<file path="config.mk">
export PLATFORM = sky130hd
export DESIGN_NAME = fifo_sc_param
export DESIGN_NICKNAME = d
export VERILOG_FILES = /design/src/rtl/fifo_sc_param.sv
export SDC_FILE = /design/constraint.sdc
export NUM_CORES = 1
export LEC_CHECK = 0
export BUFFER_PORTS_ARGS = -buffer_cell sky130_fd_sc_hd__buf_2
export CORE_MARGIN = 8
export CORE_UTILIZATION = 45
export DETAILED_ROUTE_END_ITERATION = 12
export GPL_TIMING_DRIVEN = 0
export SYNTH_ARGS = -nofsm -noshare
export SYNTH_HDL_FRONTEND = slang
export SYNTH_SLANG_ARGS = --single-unit
</file>
<file path="constraint.sdc">
create_clock -name clk -period 5.7 [get_ports clk]
set_input_delay 0 -clock clk [delete_from_list [all_inputs] [get_ports clk]]
set_output_delay 0 -clock clk [all_outputs]
set_load 0.005 [all_outputs]
</file>
<file path="src/rtl/fifo_sc_param.sv">
// Single-clock parametrised FIFO: arbitrary depth, standard or FWFT read, fill count,
// almost-full/almost-empty thresholds and sticky overflow/underflow flags.
module fifo_sc_param #(
  parameter int unsigned W_DATA    = 8,
  parameter int unsigned DEPTH     = 16,
  parameter int unsigned FWFT      = 0,
  parameter int unsigned AF_THRESH = DEPTH - 2,
  parameter int unsigned AE_THRESH = 2,
  localparam int unsigned W_CNT    = $clog2(DEPTH + 1)
) (
  input  logic              clk,
  input  logic              rst,
  input  logic              push,
  input  logic [W_DATA-1:0] data_in,
  input  logic              pop,
  output logic [W_DATA-1:0] data_out,
  output logic              valid,
  output logic              full,
  output logic              empty,
  output logic              almost_full,
  output logic              almost_empty,
  output logic [W_CNT-1:0]  count,
  input  logic              clr_err,
  output logic              overflow,
  output logic              underflow
);

  localparam int unsigned W_PTR = $clog2(DEPTH);

  logic [W_DATA-1:0] mem_q [DEPTH];
  logic [W_PTR-1:0]  wr_ptr_q, wr_ptr_d;
  logic [W_PTR-1:0]  rd_ptr_q, rd_ptr_d;
  logic [W_CNT-1:0]  count_q, count_d;
  logic [W_DATA-1:0] dout_q, dout_d;
  logic              valid_q, valid_d;
  logic              overflow_q, overflow_d;
  logic              underflow_q, underflow_d;
  logic              push_ok, pop_ok;

  // Wrap by compare so non-power-of-2 depths work.
  function automatic logic [W_PTR-1:0] ptr_inc(input logic [W_PTR-1:0] p);
    return (p == W_PTR'(DEPTH - 1)) ? '0 : p + W_PTR'(1);
  endfunction

  assign full         = (count_q == W_CNT'(DEPTH));
  assign empty        = (count_q == '0);
  assign almost_full  = (count_q >= W_CNT'(AF_THRESH));
  assign almost_empty = (count_q <= W_CNT'(AE_THRESH));
  assign count        = count_q;
  assign overflow     = overflow_q;
  assign underflow    = underflow_q;

  always_comb begin
    pop_ok      = pop & ~empty;
    push_ok     = push & (~full | pop_ok);
    wr_ptr_d    = push_ok ? ptr_inc(wr_ptr_q) : wr_ptr_q;
    rd_ptr_d    = pop_ok ? ptr_inc(rd_ptr_q) : rd_ptr_q;
    count_d     = count_q + W_CNT'(push_ok) - W_CNT'(pop_ok);
    dout_d      = pop_ok ? mem_q[rd_ptr_q] : dout_q;
    valid_d     = pop_ok;
    // A fresh error in the clearing cycle keeps the flag set.
    overflow_d  = (overflow_q & ~clr_err) | (push & full & ~pop_ok);
    underflow_d = (underflow_q & ~clr_err) | (pop & empty);
  end

  always_ff @(posedge clk) begin
    if (rst) begin
      wr_ptr_q    <= '0;
      rd_ptr_q    <= '0;
      count_q     <= '0;
      dout_q      <= '0;
      valid_q     <= 1'b0;
      overflow_q  <= 1'b0;
      underflow_q <= 1'b0;
    end else begin
      wr_ptr_q    <= wr_ptr_d;
      rd_ptr_q    <= rd_ptr_d;
      count_q     <= count_d;
      dout_q      <= dout_d;
      valid_q     <= valid_d;
      overflow_q  <= overflow_d;
      underflow_q <= underflow_d;
    end
  end

  // Storage is not reset; contents are meaningless until written.
  always_ff @(posedge clk) begin
    if (!rst && push_ok) begin
      mem_q[wr_ptr_q] <= data_in;
    end
  end

  assign data_out = (FWFT != 0) ? mem_q[rd_ptr_q] : dout_q;
  assign valid    = (FWFT != 0) ? ~empty : valid_q;

endmodule

</file>
======== Word-level counts from Yosys, hierarchy flattened ========
Memories as Yosys holds them, arrays and structs flattened. A register that Yosys moved wholly into a read port is not among the register bits.
Index checks and enable logic that the tools add are counted.
operators by class
  add/sub/neg operators ................... 4
  muxes and demuxes ....................... 4
  equal/unequal tests ..................... 3
  bitwise logic cells ..................... 14
  magnitude comparators ................... 2
  reduce and logical (&&, ||, !) cells .... 3
operators with widths
  kind                                                  count
  adder 4 x 1 -> 4 bit (second input constant)          2
  equality test 4 bit (second input constant)           2
  2-to-1 mux 4 bit                                      2
  bitwise AND 1 bit                                     7
  adder 5 x 1 -> 5 bit                                  1
  equality test 5 bit (second input constant)           1
  >= comparator 5 x 4 -> 1 bit (second input constant)  1
  <= comparator 5 x 2 -> 1 bit (second input constant)  1
  zero test 5 bit                                       1
  subtractor 5 x 1 -> 5 bit                             1
  inverter 1 bit                                        4
  bitwise OR 1 bit                                      3
  2-to-1 mux 1 bit                                      2
  logical AND 1 bit                                     1
  zero test 1 bit                                       1
word-level totals
  register bits after elaboration ......... 16
  bits in writable memories ............... 128
  output and inout port bits .............. 20
  memories ................................ 1
memories
  memory  words  width  read ports  clocked after memory_dff  write ports  RTL line  source
  mem_q   16     8      1           1                         1            30        logic [W_DATA-1:0] mem_q [DEPTH];

======== Depth between registers and ports, before layout ========
  depth after elaboration ................. 8
  depth in mapped cells ................... 15
  gate-level depth less buffers ........... 15

======== Worst setup path before layout ========
Ideal clock, no wire load.
  kind .................................... register -> register
  start ................................... reg count_q[2], in the netlist count[2]
  end ..................................... reg count_q[4], in the netlist count[4]
  path buffers ............................ 0
  path slack .............................. 3.004 ns
  data required time ...................... 5.572 ns
  cell stages (with the launch flop) ...... 16
  arrival ................................. 2.568 ns
  cells stage by stage .................... dfxtp_1 -> inv_1 -> ha_1 -> nand4bb_1 -> inv_1 -> a21oi_1 -> inv_1 -> ha_1 -> inv_1 -> ha_1 -> inv_1 -> fa_1 -> o21bai_1 -> a21oi_1 -> xnor2_1 -> nor2_1
RTL lines
  element                    RTL line  source
  start: declaration         33        logic [W_CNT-1:0] count_q, count_d;
  start signal: assignment   78        count_q <= count_d;
  equality test 5 bit        45        assign full = (count_q == W_CNT'(DEPTH));
  via full                   18        output logic full,
  inverter 1 bit             55        push_ok = push & (~full | pop_ok);
  bitwise OR 1 bit           55
  bitwise AND 1 bit          55
  adder 5 x 1 -> 5 bit       58        count_d = count_q + W_CNT'(push_ok) - W_CNT'(pop_ok);
  subtractor 5 x 1 -> 5 bit  58
The timed path passes the listed nets, and every way through them passes these cells.
A chain may end at the register's enable or synchronous reset.

======== Worst setup path in the final report ========
  start ................................... reg count_q[2], in the netlist count[2]
  end ..................................... reg count_q[4], in the netlist count[4]
on the way
  cells in the longest elaborated chain, start to end .. 7
ends and longest elaborated chain
  element                      RTL line  source
  zero test 5 bit              46        assign empty = (count_q == '0);
  inverter 1 bit               --
  bitwise AND 1 bit            54        pop_ok = pop & ~empty;
  bitwise OR 1 bit             55
  bitwise AND 1 bit            55
  adder 5 x 1 -> 5 bit         58
  subtractor 5 x 1 -> 5 bit *  58
Mark *: on every way between the ends. The rest lies on a longest branch, timed or not.

==> metrics.txt <==
WL per Instance=about 21 um; Worst R2R Start=count[2]$_SDFF_PP0_; GRT Total Usage=0.149; Cell Rows=43; Avg Cell Area, Syn=17.9 um2; vias=approximately 3200; first-pass GRT wire length=19.6 mm; Leakage=0.00252 uW; final hold vios=0; Most common cell on crit path=inv_1; hold buffer count at CTS=13; Least-Margin Pin Slew=about 1000 ps; Core Box Area=13700 um2; TritonRoute pass-1 iters=4; Remaining Overflow, GRT=0; post-synthesis sequential area ratio=0.698; vias in the first global route=3427; Tmin final=2980 ps; dpl cells=560; Yosys top cell by area=edfxtp_1; Req. time, crit path=approximately 6000 ps; Worst path slowest cell=dfxtp_1; htree depth=4; Final Cell Area=7340 um2; Initial Utilization=0.453; IO buf count=32; post-synthesis cell count=~350; Register-to-Register Setup Slack=2720 ps; clk sinks=152; Rel. slew slack=0.331; CP Buf/Inv Count=5; number of flops mapped to enable cells by yosys=128; Ports=33; layout cells sized above 1=0.273; Die ar.=17800 um2; most frequent cell after synthesis=edfxtp_1; CP max stage delay=~410 ps; top post-synthesis cells by area=edfxtp_1 (62%), mux4_2 (12%), dfxtp_1 (7.8%); dominant synthesized flop cell=edfxtp_1; fraction of registers with async set/reset=0; die height=133 um; HP Start=rst; end of the worst register-to-register path=count[4]$_SDFF_PP0_; Finish-stage setup viols=0; Die X-Extent=133 um; Max Cap Violations=0; DR iter-0 viols=253; max-slew violations=0; Hold EP=data_out[2]$_SDFFE_PP0P_; FF-to-FF path depth=15; Worst EP arrival=3270 ps; Final nets=442; worst path cell trace=inv_1, ha_1, nand4bb_1, inv_1, a21oi_1, inv_1, ha_1, inv_1, ha_1, inv_1, fa_1, o21bai_1, a21oi_1, xnor2_1, nor2_1; kind of end point of the critical path=register; Synth top area share=0.620; Tightest Hold Check Type=in2reg; Fmax=around 0.34 GHz; Tcrit/Tclk final=0.523; Post-CTS Resized=0; critical path type=reg2reg; CTS Buf Count=17; Ys Warns=0; PwrDens=approximately 400 nW/um2; final wirelength=12.6 mm; synth-to-layout area growth=18.5%; Clock Path Buffers=2; CTS root buf=clkbuf_16; status=completed; placed cell area=6600 um2; dpl hpwl=8.31 mm; cell family with most CP delay=adder cells; RSZ-0062 raised after global routing=no; most frequent cells after synthesis=edfxtp_1 (128), mux4_2 (32), dfxtp_1 (24); Post-Syn Area=between 6000 and 7000 um2; Peak VDD IR=0.225 mV; initial antenna violation count=0; CTS clk-pin slew, worst paths=60 ps; drt via density=5.36; Placer Congestion=0.743; Hold Path Stages=3; worst-path fanout max=5; syn_nets=377; # diodes=0; DRT antenna net count=0; Setup Skew=4.90 ps; CTS tree=yes; setup TNS=0 ps; Sequential Area=around 4300 um2; Total Power=2970 uW; flop and latch count out of synthesis=152; final non-filler cell total=605; DRC violations left=0; largest net degree at the start of global routing=17; Yosys cell types=38; Clock Latency Late Sink=420 ps; post-CTS setup buffers=0; startpoint types=register; FILL cells=1116; area of the multi-input gates=1700 um2
[cells in the final DEF (no fill, tap or decap), drive strengths merged, types with 2 or more instances in the layout]
cell type,n
a21oi,10
xnor2,3
ha,16
bufinv,4
mux4,32
buf,43
o221ai,8
nand2,13
clkinv,10
mux2i,17
inv,17
a41oi,2
nor3,8
nor2b,2
dfxtp,24
nor2,22
nand2b,2
edfxtp,128
dlygate4sd3,13
clkbuf,23
o21bai,2
nand3,3
xor2,2
nand3b,9
[area by class of cell]
class                   count  area share
plain buffers              16      0.0169
clock buffers              17      0.0579
clock inverters            15      0.0251
inverters                  17     0.00869
multi-input cells         162       0.232
flip-flops and latches    152       0.589
well taps                 180      0.0307
repair buffers             46      0.0402
[registers in the layout, summed over array words and instances (netlist names)]
name	count
count	5
data_out	8
mem_q	128
overflow	1
rd_ptr_q	4
underflow	1
valid	1
wr_ptr_q	4
[worst register-to-register path, stage by stage, from the launching register on]
cell	delay (ps)
dfxtp_1	410
inv_1	110
ha_1	230
nand4bb_1	130
inv_1	100
a21oi_1	320
inv_1	140
ha_1	310
inv_1	50
ha_1	150
inv_1	50
fa_1	400
o21bai_1	170
a21oi_1	100
xnor2_1	130
nor2_1	50
[power by group]
part | total, uW | internal [uW] | switching, uW
registers | 1300 | 1250 | 43.4
clock network | 1150 | 725 | 426
logic | 525 | 260 | 265
[routing by layer]
| metal | vias up | track usage | wire length, um |
|---|---|---|---|
| met5 | - | 0 | 0 |
| met4 | 0 | 0.0655 | 248 |
| met3 | 16 | 0.0369 | 768 |
| met2 | 76 | 0.245 | 6280 |
| met1 | 1663 | 0.183 | 5290 |
| li1 | 1488 | - | - |
[logic make-up after synthesis]
| group | Yosys count | synth area share |
|---|---|---|
| AOI/OAI and AO/OA | 28 | 0.0323 |
| xor gates and xnor gates | 5 | 0.00707 |
| adders and majority gates | 17 | 0.0355 |
| buffers and inverters | 33 | 0.0303 |
| DFF | 152 | 0.698 |
| muxes | 49 | 0.144 |
| and+or+nand+nor | 63 | 0.0533 |
[through the flow]
step | utilization | hold slack [ps] | setup WS (ps)
2_1_floorplan | - | 98.9 | 3000
4_1_cts | 0.537 | 9.68 | 2570
3_3_place_gp | 0.482 | 290 | 2640
6_report | 0.537 | 30.4 | 2720
5_1_grt | 0.537 | 46.7 | 2460
3_5_place_dp | 0.483 | 307 | 2590
[worst max-delay path by stage]
stage / slack [ps] / cells past startpoint / startpoint / to
CTS: 2570 / 7 / count[2]$_SDFF_PP0_ / mem_q[0][4]$_DFFE_PP_
finish: 2720 / 15 / count[2]$_SDFF_PP0_ / count[4]$_SDFF_PP0_
detailed placement: 2590 / 7 / count[2]$_SDFF_PP0_ / mem_q[0][7]$_DFFE_PP_
floorplan: 3000 / 15 / count[2]$_SDFF_PP0_ / count[4]$_SDFF_PP0_
global route: 2460 / 15 / count[2]$_SDFF_PP0_ / count[4]$_SDFF_PP0_
global placement: 2640 / 7 / count[2]$_SDFF_PP0_ / mem_q[2][7]$_DFFE_PP_
Power figures use the tool's default switching activity.
